[src/rtl/hazard_pkg.sv]
// Shared types for the pipeline hazard-control unit.
// Combinational control decode; no latency of its own.
// Backpressure comes from dmem_busy, which freezes all hazard state.
package hazard_pkg;

  typedef enum logic {
    IDLE       = 1'b0,
    LOAD_STALL = 1'b1
  } hz_state_e;

  typedef struct packed {
    logic pc_stall;
    logic if_id_stall;
    logic if_id_flush;
    logic id_ex_bubble;
    logic ex_mem_stall;
  } hz_ctrl_t;

  localparam int REM_W          = 3;
  localparam int MAX_LOAD_STALL = 7;

endpackage

[src/rtl/perf_sat_counter.sv]
// Saturating event counter with synchronous clear.
// Count visible one cycle after the enabling edge.
// No backpressure; holds at all-ones once saturated.
module perf_sat_counter #(
  parameter int WIDTH = 16
) (
  input  logic             clock,
  input  logic             clear,
  input  logic             en,
  output logic [WIDTH-1:0] count
);

  always_ff @(posedge clock) begin
    if (clear) begin
      count <= '0;
    end else if (en && (count != {WIDTH{1'b1}})) begin
      count <= count + 1'b1;
    end
  end

endmodule

[src/rtl/hazard_unit.sv]
// Load-use / branch / dmem-wait hazard control for the 5-stage pipeline.
// Zero-cycle detection: controls are combinational on state and inputs.
// dmem_busy freezes the pipeline and all hazard state until it drops.
module hazard_unit
  import hazard_pkg::*;
#(
  parameter int REG_ADDR_W        = 5,
  parameter int LOAD_STALL_CYCLES = 1,
  parameter int PERF_CNT_W        = 16
) (
  input  logic                  clock,
  input  logic                  reset,
  input  logic [REG_ADDR_W-1:0] if_id_rs1,
  input  logic [REG_ADDR_W-1:0] if_id_rs2,
  input  logic                  if_id_rs1_used,
  input  logic                  if_id_rs2_used,
  input  logic [REG_ADDR_W-1:0] id_ex_rd,
  input  logic                  id_ex_memread,
  input  logic                  ex_branch_taken,
  input  logic                  dmem_busy,
  output logic                  pc_stall,
  output logic                  if_id_stall,
  output logic                  if_id_flush,
  output logic                  id_ex_bubble,
  output logic                  ex_mem_stall,
  output logic [PERF_CNT_W-1:0] stall_cycles
);

  generate
    if (LOAD_STALL_CYCLES < 1 || LOAD_STALL_CYCLES > MAX_LOAD_STALL) begin : g_bad_param
      $error("hazard_unit: LOAD_STALL_CYCLES must be in 1..7");
    end
  endgenerate

  localparam logic [REM_W-1:0] LOAD_REM = REM_W'(LOAD_STALL_CYCLES - 1);

  hz_state_e        state_q, state_d;
  logic [REM_W-1:0] rem_q, rem_d;
  hz_ctrl_t         ctrl;
  logic             hit;

  // Only operands the ID instruction really reads can create a dependency; x0 never does.
  assign hit = id_ex_memread && (id_ex_rd != '0) &&
               ((if_id_rs1_used && (if_id_rs1 == id_ex_rd)) ||
                (if_id_rs2_used && (if_id_rs2 == id_ex_rd)));

  always_comb begin
    ctrl    = '0;
    state_d = state_q;
    rem_d   = rem_q;
    if (reset) begin
      ctrl = '0;
    end else if (dmem_busy) begin
      ctrl.pc_stall     = 1'b1;
      ctrl.if_id_stall  = 1'b1;
      ctrl.ex_mem_stall = 1'b1;
    end else if (ex_branch_taken) begin
      // The dependent instruction is squashed, so any pending load-use stall is moot.
      ctrl.if_id_flush  = 1'b1;
      ctrl.id_ex_bubble = 1'b1;
      state_d           = IDLE;
      rem_d             = '0;
    end else if (state_q == LOAD_STALL) begin
      ctrl.pc_stall     = 1'b1;
      ctrl.if_id_stall  = 1'b1;
      ctrl.id_ex_bubble = 1'b1;
      rem_d             = rem_q - 1'b1;
      if (rem_q == REM_W'(1)) begin
        state_d = IDLE;
      end
    end else if (hit) begin
      ctrl.pc_stall     = 1'b1;
      ctrl.if_id_stall  = 1'b1;
      ctrl.id_ex_bubble = 1'b1;
      if (LOAD_STALL_CYCLES > 1) begin
        state_d = LOAD_STALL;
        rem_d   = LOAD_REM;
      end
    end
  end

  always_ff @(posedge clock) begin
    if (reset) begin
      state_q <= IDLE;
      rem_q   <= '0;
    end else begin
      state_q <= state_d;
      rem_q   <= rem_d;
    end
  end

  assign pc_stall     = ctrl.pc_stall;
  assign if_id_stall  = ctrl.if_id_stall;
  assign if_id_flush  = ctrl.if_id_flush;
  assign id_ex_bubble = ctrl.id_ex_bubble;
  assign ex_mem_stall = ctrl.ex_mem_stall;

  perf_sat_counter #(
    .WIDTH(PERF_CNT_W)
  ) u_stall_cnt (
    .clock(clock),
    .clear(reset),
    .en   (ctrl.pc_stall),
    .count(stall_cycles)
  );

endmodule

[config.mk]
export PLATFORM = sky130hd
export DESIGN_NAME = hazard_unit
export DESIGN_NICKNAME = d
export VERILOG_FILES = /design/src/rtl/hazard_pkg.sv /design/src/rtl/perf_sat_counter.sv /design/src/rtl/hazard_unit.sv
export SDC_FILE = /design/constraint.sdc
export NUM_CORES = 1
export LEC_CHECK = 0
export CORE_MARGIN = 3
export CORE_UTILIZATION = 35
export CTS_BUF_LIST = sky130_fd_sc_hd__clkbuf_4 sky130_fd_sc_hd__clkbuf_8
export DETAILED_ROUTE_END_ITERATION = 7
export PLACE_DENSITY = 0.75
export SLEW_MARGIN = 20
export SYNTH_ARGS = -nofsm -noshare
export SYNTH_HDL_FRONTEND = slang
export SYNTH_SLANG_ARGS = --single-unit
[constraint.sdc]
create_clock -name clock -period 2.4 [get_ports clock]
set_input_delay 0.48 -clock clock [delete_from_list [all_inputs] [get_ports clock]]
set_output_delay 0.48 -clock clock [all_outputs]
set_load 0.005 [all_outputs]
# After elaboration in Yosys (flattened, before gate mapping)
# Cells that the tools add are included.
# W data, S select, Z words.
# totals
mem_bits_rw	0
memories	0
regBits	20
inputBits	22
latch_bits	0
out_inout_bits	21
word_cells	35
rom_bits	0
# op_classes
muxes	16
bitwise_logic	1
order_cmp	0
n_reduce_logical	9
div_mod_pow	0
n_mul	0
n_addsub	2
shift	0
n_eq_ne	4
# op_table
operator	count
$add A16 B1 Y16 const B	1
$ne A16 B16 Y1 const B	1
$eq A5 B5 Y1	2
$mux W2	5
$mux W1	8
$mux W3	2
$logic_and A1 B1 Y1	5
$mux W5	1
$reduce_bool A5 Y1	1
$eq A3 B1 Y1 const B	1
$sub A3 B1 Y3 const B	1
$reduce_and A2 Y1	1
$reduce_bool A2 Y1	1
$logic_or A1 B1 Y1	1
$not A1 Y1	1

# Longest topological paths before layout
# Gate-level depths: netlist (run 1).
# depth
ltp_word	10
ltp_mapped	9
ltp_nobuf	7

# Cells and area by module
# A second synthesis (run 1) with hierarchy kept.
# unflattened
hier_cells	150
area_unflattened_um2	1242.4
# modules_own_cells
mod	seq_area_each_um2	cells_per_inst	instances	area_per_inst_um2
perf_sat_counter	320.3	99	1	848.3
hazard_unit	80.1	51	1	394.1

# Worst setup path before layout (run 1)
# OpenSTA, ideal clock, no wires.
# synth_path
kind	input port to flip-flop
from	in id_ex_rd[1]
to	reg u_stall_cnt.count[1]
t_arrival_ps	2020
path_slack_ps	253
required_ps	2272
cell_stages	8
setup_time_ps	128
n_path_buf	2
path_cell_list	or4_1 > o21a_1 > nor2b_4 > a31oi_4 > buf_6 > buf_8 > mux2i_1 > nor2_1
# synth_via
elab_chain_len	10
word_cells_on_any_way	14
cone_classes	eq/ne (2); mux (5); reduce/logical (7)
# synth_lines
element	line	rtl
from (decl)	hazard_unit.sv:17	input logic [REG_ADDR_W-1:0] id_ex_rd,
$eq A5 B5 Y1 (on tied branches)	hazard_unit.sv:44, hazard_unit.sv:45	
$logic_and A1 B1 Y1 (on tied branches)	hazard_unit.sv:44, hazard_unit.sv:45	
$logic_or A1 B1 Y1	hazard_unit.sv:44	((if_id_rs1_used && (if_id_rs1 == id_ex_rd)) ||
$logic_and A1 B1 Y1 *	hazard_unit.sv:43	assign hit = id_ex_memread && (id_ex_rd != '0) &&
$mux W2 *	hazard_unit.sv:71	end else if (hit) begin
$mux W2 *	hazard_unit.sv:63	end else if (state_q == LOAD_STALL) begin
$mux W2 *	hazard_unit.sv:57	end else if (ex_branch_taken) begin
$mux W2 *	hazard_unit.sv:53	end else if (dmem_busy) begin
$mux W5 *	hazard_unit.sv:51	if (reset) begin
$logic_and A1 B1 Y1 *	perf_sat_counter.sv:16	end else if (en && (count != {WIDTH{1'b1}})) begin
to (signal assigned)	perf_sat_counter.sv:17	count <= count + 1'b1;
to (decl)	perf_sat_counter.sv:10	output logic [WIDTH-1:0] count
# Every way passes the cells marked *; elsewhere a longest branch is shown, timed or not.
# A chain may end at the register's enable or synchronous reset.

# Worst setup path in the final report (run 1)
# layout_path
from	in if_id_rs1[1]
to	out if_id_stall
# layout_via
elab_chain_len	9
# layout_lines
element	line	rtl
from (decl)	hazard_unit.sv:13	input logic [REG_ADDR_W-1:0] if_id_rs1,
$eq A5 B5 Y1	hazard_unit.sv:44	
$logic_and A1 B1 Y1	hazard_unit.sv:44	
$logic_or A1 B1 Y1	hazard_unit.sv:44	
$logic_and A1 B1 Y1	hazard_unit.sv:43	
$mux W2	hazard_unit.sv:71	
$mux W2	hazard_unit.sv:63	
$mux W2	hazard_unit.sv:57	
$mux W2	hazard_unit.sv:53	
$mux W5	hazard_unit.sv:51	
to (decl)	hazard_unit.sv:22	output logic if_id_stall,
# No other way between the ends.

==> metrics.md, run 1 <==
| Metric | Value |
|---|---|
| 1st-iter DRT viols | 28 |
| Commonest non-fill, non-tap cell in the layout | clkdlybuf4s50_1 |
| Hpwl dp | 2390 um |
| Distinct cell type count after synthesis | 37 |
| CTS Buffer Depth | 2 |
| Post-Route Skew | 0.0107 ns |
| Input/output buffers | 42 |
| Crit path capture type | primary output |
| Via density | 5.28 |
| Sequential share of the synthesized area | 31.9% |
| Die width | 65.9 um |
| Largest net degree at the start of global routing | 22 |
| Leakage | 0.634 nW |
| Row Count | 21 |
| Hold Buf Count CTS | 0 |
| Pint | 0.572 mW |
| Critical Path RT | 1.92 ns |
| Die height | 65.9 um |
| Sw power | 0.156 mW |
| CP max FO | 2 |
| CTS tree | yes |
| CTS root buffer | clkbuf_4 |
| N_diodes | 0 |
| Ys Warns | 0 |
| Vias in the first global route | 1,216 |
| Status | complete, no violations |
| Residual DRC count | 0 |
| Final period util | 99.3% |
| Cts bufs inserted | 3 |
| DRT Wirelength | 3050 um |
| Pwr/cell area | 396 nW/um2 |
| Max Freq | 0.420 GHz |
| Syn Area/Cell | 8.42 um2 |
| Max-slew violations | 0 |
| Hold Slack | 0.482 ns |
| Antenna violations before repair | 0 |
| # H-tree levels | 1 |
| Io pins | 43 |
| Crit path launch type | input pin |
| Worst slew pin tran | 0.415 ns |
| Worst-Skew Late Latency | 0.30 ns |
| Number of synthesized register bits | 20 |
| Setup CP Type | in2out |
| R2R depth | 8 |
| Layout Nets | 225 |
| Area leader, netlist | dfxtp_1 |
| Final min period | 2.38 ns |
| Starting Density | 37.0% |
| Area growth, synth to finish | 46.6% |
| Max-Cap Viols | 0 |
| Final hold viol count | 0 |
| HP Class | reg2reg |
| Setup Total Neg Slack | 0 ns |
| Worst vdd rail ir drop | 0.360 mV |
| Slew headroom | 72.1% |
| CORE AREA | 3390 um2 |
| Final setup violation count | 0 |
| Vias | 1,293 |
| Post-Syn Instances | 149 |
| Die Area | 4340 um2 |
| Data arrival, critical path | 1.90 ns |
| Synth top area share | 31.9% |
| WHS Path Cells | 2 |
| Fin area | 1840 um2 |
| Clk pwr share | 37.2% |
| Clock sink count | 20 |
| WL/cell | 12.5 um |
| Synth top area cells | dfxtp_1 (32%), xnor2_1 (7.0%), o31ai_1 (6.0%) |
| Total grt overflow | 0 |
| Mapped Nets | 174 |
| Non-Filler Instances | 245 |
| Global placement routability congestion | 0.731 |
| Switching share of power | 21.5% |
| DRT Pass-1 Iters | 4 |
| Clock transition at path regs | 0.10 ns |
| Global Route Usage Sum | 15.3% |
| Commonest cells after routing, fill and taps aside | clkdlybuf4s50_1 (31), dfxtp_1 (20), a21oi_1 (13) |
| Ratio of cells with drive above 1 in the final layout | 13.6% |
| First-pass GRT wire length | 5280 um |
| Power share of the combinational group | 16.4% |
| RSZ-0062 raised after global routing | true |
| Detail Route Antenna Nets | 0 |
| Placed inst area | 1760 um2 |
| Flop pwr share | 46.3% |
| Power consumption | 0.729 mW |
| Placed Cells | 240 |
| Mapped Area | 1250 um2 |
==> worst max-delay path, stage by stage <==
cell             delay [ns]
clkdlybuf4s50_1        0.47
xnor2_1                0.12
nand4_1                0.13
o22ai_2                0.19
nand2_2                0.10
o31ai_4                0.18
clkdlybuf4s15_2        0.24
==> state kept, by name (all words and copies together) (netlist names) <==
register and count:
rem_q 3, state_q 1, u_stall_cnt.count 16
==> area by class of cell <==
class                      instances  area, um2
multi-input combinational        117        815
clock buffer                       3       22.5
fill                             316       1550
timing repair buffer              53        495
sequential                        20        400
tap                               46       57.6
clock inverter                     1       30.0
inverter                           5       18.8
==> routing by layer <==
layer | vias to the layer above | track usage, % | share of wire [%]
li1 | 660 | - | -
met1 | 608 | 18.4 | 47
met2 | 25 | 27.2 | 49
met3 | 0 | 4.42 | 4.2
met4 | 0 | 2.33 | 0
met5 | - | 0 | 0
==> cells in the mapped netlist (all sizes together) <==
master   count
a211oi       1
nand2        6
buf          3
nand4        9
nor4         1
xor2         1
a31oi        2
nor2b        7
o21a         1
xnor2       10
o21ai        9
ha           3
nand3b       1
nor3         1
dfxtp       20
a21oi       13
inv          5
a311oi       1
nor3b        2
o2bb2ai      1
o31ai       10
or3          3
and4         2
and3         2
clkbuf       4
mux2i        2
o22ai        1
o21bai       1
mux2         1
nand3        9
or4          7
nor2        10
==> per-stage QoR <==
stage	setup WS [ns]	utilization, %
after floorplan	0.253	-
after global placement	-0.447	51.9
after detailed placement	-0.476	51.9
after CTS	0.00307	53.9
after global routing	-0.0626	54.3
final	0.0170	54.3
==> final timing paths <==
check / end / slack (ns) / start
setup / recovery: if_id_stall / 0.02 / if_id_rs1[1]
hold / removal: rem_q[2] / 0.48 / rem_q[2]
setup reg to reg: u_stall_cnt.count[5] / 0.31 / u_stall_cnt.count[2]
hold reg to reg: rem_q[2] / 0.48 / rem_q[2]
==> repair_timing <==
item	CTS	global route
cloned	0	0
pin swaps	1	2
resized for setup	17	6
setup buffers	0	1
setup endpoints to repair	4	4
==> power groups by stage <==
stage / Clock (mW) / Combinational, mW / Sequential, mW
after floorplan: 0 / 0.0543 / 0.345
after global placement: 0 / 0.120 / 0.345
after detailed placement: 0 / 0.121 / 0.345
after CTS: 0.282 / 0.120 / 0.338
after global routing: 0.295 / 0.131 / 0.339
final: 0.271 / 0.120 / 0.338
==> kinds of logic (layout without fill, tap and decap cells) <==
logic type,after synthesis,in the layout,share of synthesized area (%)
flip-flops,20,20,31.9
multiplexers,3,3,2.79
buffers and inverters,12,62,5.38
adder cells (fa/ha/maj),3,3,2.99
XOR/XNOR,11,11,7.68
AO/OA/AOI/OAI,40,40,20.6
AND/OR/NAND/NOR,60,60,28.6
Power figures use the tool's default switching activity.
==> run 2: changes to the inputs <==
--- a/config.mk
+++ b/config.mk
@@ -9,8 +9,8 @@
 export CORE_UTILIZATION = 35
 export CTS_BUF_LIST = sky130_fd_sc_hd__clkbuf_4 sky130_fd_sc_hd__clkbuf_8
 export DETAILED_ROUTE_END_ITERATION = 7
+export HOLD_SLACK_MARGIN = 0.05
 export PLACE_DENSITY = 0.75
-export SLEW_MARGIN = 20
 export SYNTH_ARGS = -nofsm -noshare
 export SYNTH_HDL_FRONTEND = slang
 export SYNTH_SLANG_ARGS = --single-unit
==> results of run 2 <==
No change in the layout: final DEF, timing and power equal those of run 1.
==> run 3: changes to the inputs <==
--- a/config.mk
+++ b/config.mk
@@ -5,7 +5,6 @@
 export SDC_FILE = /design/constraint.sdc
 export NUM_CORES = 1
 export LEC_CHECK = 0
-export CORE_MARGIN = 3
 export CORE_UTILIZATION = 35
 export CTS_BUF_LIST = sky130_fd_sc_hd__clkbuf_4 sky130_fd_sc_hd__clkbuf_8
 export DETAILED_ROUTE_END_ITERATION = 7
==> constraint.sdc (replaced) <==
create_clock -name clock -period 2.6 [get_ports clock]
set_input_delay 0.26 -clock clock [delete_from_list [all_inputs] [get_ports clock]]
set_output_delay 0.26 -clock clock [all_outputs]
set_load 0.005 [all_outputs]
==> metrics.md, run 3 (same netlist as run 1, synthesis figures left out) <==
| Metric | Value |
|---|---|
| Reg with most FFs | u_stall_cnt.count |
| Worst path max stage delay | 0.56 ns |
| Max-slew violations | 0 |
| Worst Hold Launch | rem_q[1] |
| Post-Route Skew | 0.00390 ns |
| Status | complete, no violations |
| CORE AREA | 3390 um2 |
| Crit path cell chain | clkdlybuf4s50_1, xnor2_1, nand4_1, o22ai_1, nand2_1, o31ai_2, clkdlybuf4s50_1 |
| Io pins | 43 |
| Largest net degree at the start of global routing | 26 |
| CTS Buffer Depth | 2 |
| First-pass GRT wire length | 4730 um |
| Worst slew pin tran | 0.416 ns |
| Global placement routability congestion | 0.744 |
| Area growth, synth to finish | 39.8% |
| WL/cell | 12.2 um |
| Crit path launch type | input pin |
| Final min period | 2.40 ns |
| Clk pwr share | 25.1% |
| Max-Cap Viols | 0 |
| Global Route Usage Sum | 16.3% |
| Detail Route Antenna Nets | 0 |
| Critical Path RT | 2.34 ns |
| Pint | 0.426 mW |
| Sw power | 0.133 mW |
| Reg2reg start | u_stall_cnt.count[0] |
| Setup CP Type | in2out |
| Post-layout util | 51.8% |
| Die Area | 3830 um2 |
| Cts bufs inserted | 3 |
| DRT Wirelength | 2890 um |
| Clock transition at path regs | 0.10 ns |
| CTS resizes | 0 |
| Top Registers | u_stall_cnt.count: 16 flops, rem_q: 3 flops, state_q: 1 flops |
| Final setup violation count | 0 |
| Worst-Skew Late Latency | 0.29 ns |
| Setup bufs post-CTS | 0 |
| Pwr/cell area | 319 nW/um2 |
| HP Class | reg2reg |
| DRT Pass-1 Iters | 4 |
| Setup crit start | id_ex_rd[2] |
| Commonest non-fill, non-tap cell in the layout | clkdlybuf4s50_1 |
| RSZ-0062 raised after global routing | false |
| CP max FO | 3 |
| Final hold viol count | 0 |
| Power share of the combinational group | 19.1% |
| Critical-path top delay cell | clkdlybuf4s50_1 |
| Most used cell, CP | clkdlybuf4s50_1 |
| Row Count | 21 |
| Hold Buf Count CTS | 0 |
| # H-tree levels | 1 |
| Input/output buffers | 42 |
| Top delay family on crit path | buffers and inverters |
| Switching share of power | 23.8% |
| Data arrival, critical path | 2.14 ns |
| Die height | 61.9 um |
| Max FFs per register | 16 |
| Slew headroom | 72.0% |
| Vias | 1,236 |
| Commonest cells after routing, fill and taps aside | clkdlybuf4s50_1 (42), dfxtp_1 (20), a21oi_1 (13) |
| Crit path capture type | primary output |
| Total grt overflow | 0 |
| 1st-iter DRT viols | 39 |
| Residual DRC count | 0 |
| CTS tree | yes |
| N_diodes | 0 |
| Antenna violations before repair | 0 |
| Die width | 61.9 um |
| Via density | 5.22 |
| Hpwl dp | 2160 um |
| Vias in the first global route | 1,135 |
| Place WS | 0.117 ns |
| Setup ws final | 0.200 ns |
| Leakage | 0.551 nW |
| Starting Density | 37.0% |
| Max Freq | 0.417 GHz |
| Ratio of cells with drive above 1 in the final layout | 6.81% |
| Flop pwr share | 55.8% |
| Worst vdd rail ir drop | 0.213 mV |
| Clock sink count | 20 |
| Layout Nets | 218 |
| Setup Total Neg Slack | 0 ns |
| Final period util | 92.3% |
| CTS root buffer | clkbuf_4 |
| Flop-to-flop setup slack | 0.53 ns |
| Crit path buffers/inverters | 2 |
[run 3: final cells by class]
cell class              count  area, um2
multi-input cells         117        792
flip-flops and latches     20        400
well taps                  46       57.6
clock buffers               3       22.5
inverters                   5       18.8
fillers                   320       1640
repair buffers             46        463
[run 3: power by group through the flow]
stage	combinational (mW)	sequential, mW	clock [mW]
after floorplan	0.0501	0.318	0
after global placement	0.106	0.319	0
after detailed placement	0.107	0.319	0
after CTS	0.107	0.312	0.150
after global routing	0.117	0.313	0.161
final	0.107	0.312	0.140
[run 3: tightest hold or removal path, stage by stage (launching register included)]
cell and delay, ns:
dfxtp_1 0.32, o21ai_0 0.07, a21oi_1 0.06
[run 3: worst paths after layout]
kind,end,depth (start not counted)
max,if_id_stall,7
max reg2reg,u_stall_cnt.count[1],8
min,rem_q[1],2
min reg2reg,rem_q[1],2
[run 3: through the flow]
| stage | cell area (um2) | std cells | hold slack (ns) | total power, mW |
|---|---|---|---|---|
| after detailed placement | 1730 | 234 | 0.477 | 0.425 |
| after floorplan | 1250 | 149 | 0.450 | 0.369 |
| final | 1750 | 237 | 0.488 | 0.559 |
| after global routing | 1750 | 237 | 0.505 | 0.591 |
| after CTS | 1750 | 237 | 0.491 | 0.569 |
| after global placement | 1730 | 234 | 0.457 | 0.425 |
[run 3: layer usage]
metal	up-vias	GRT usage [%]	share of wire [%]
li1	645	-	-
met1	567	20.0	48
met2	20	27.5	48
met3	4	4.97	3.4
met4	0	5.08	1.2
met5	-	0	0
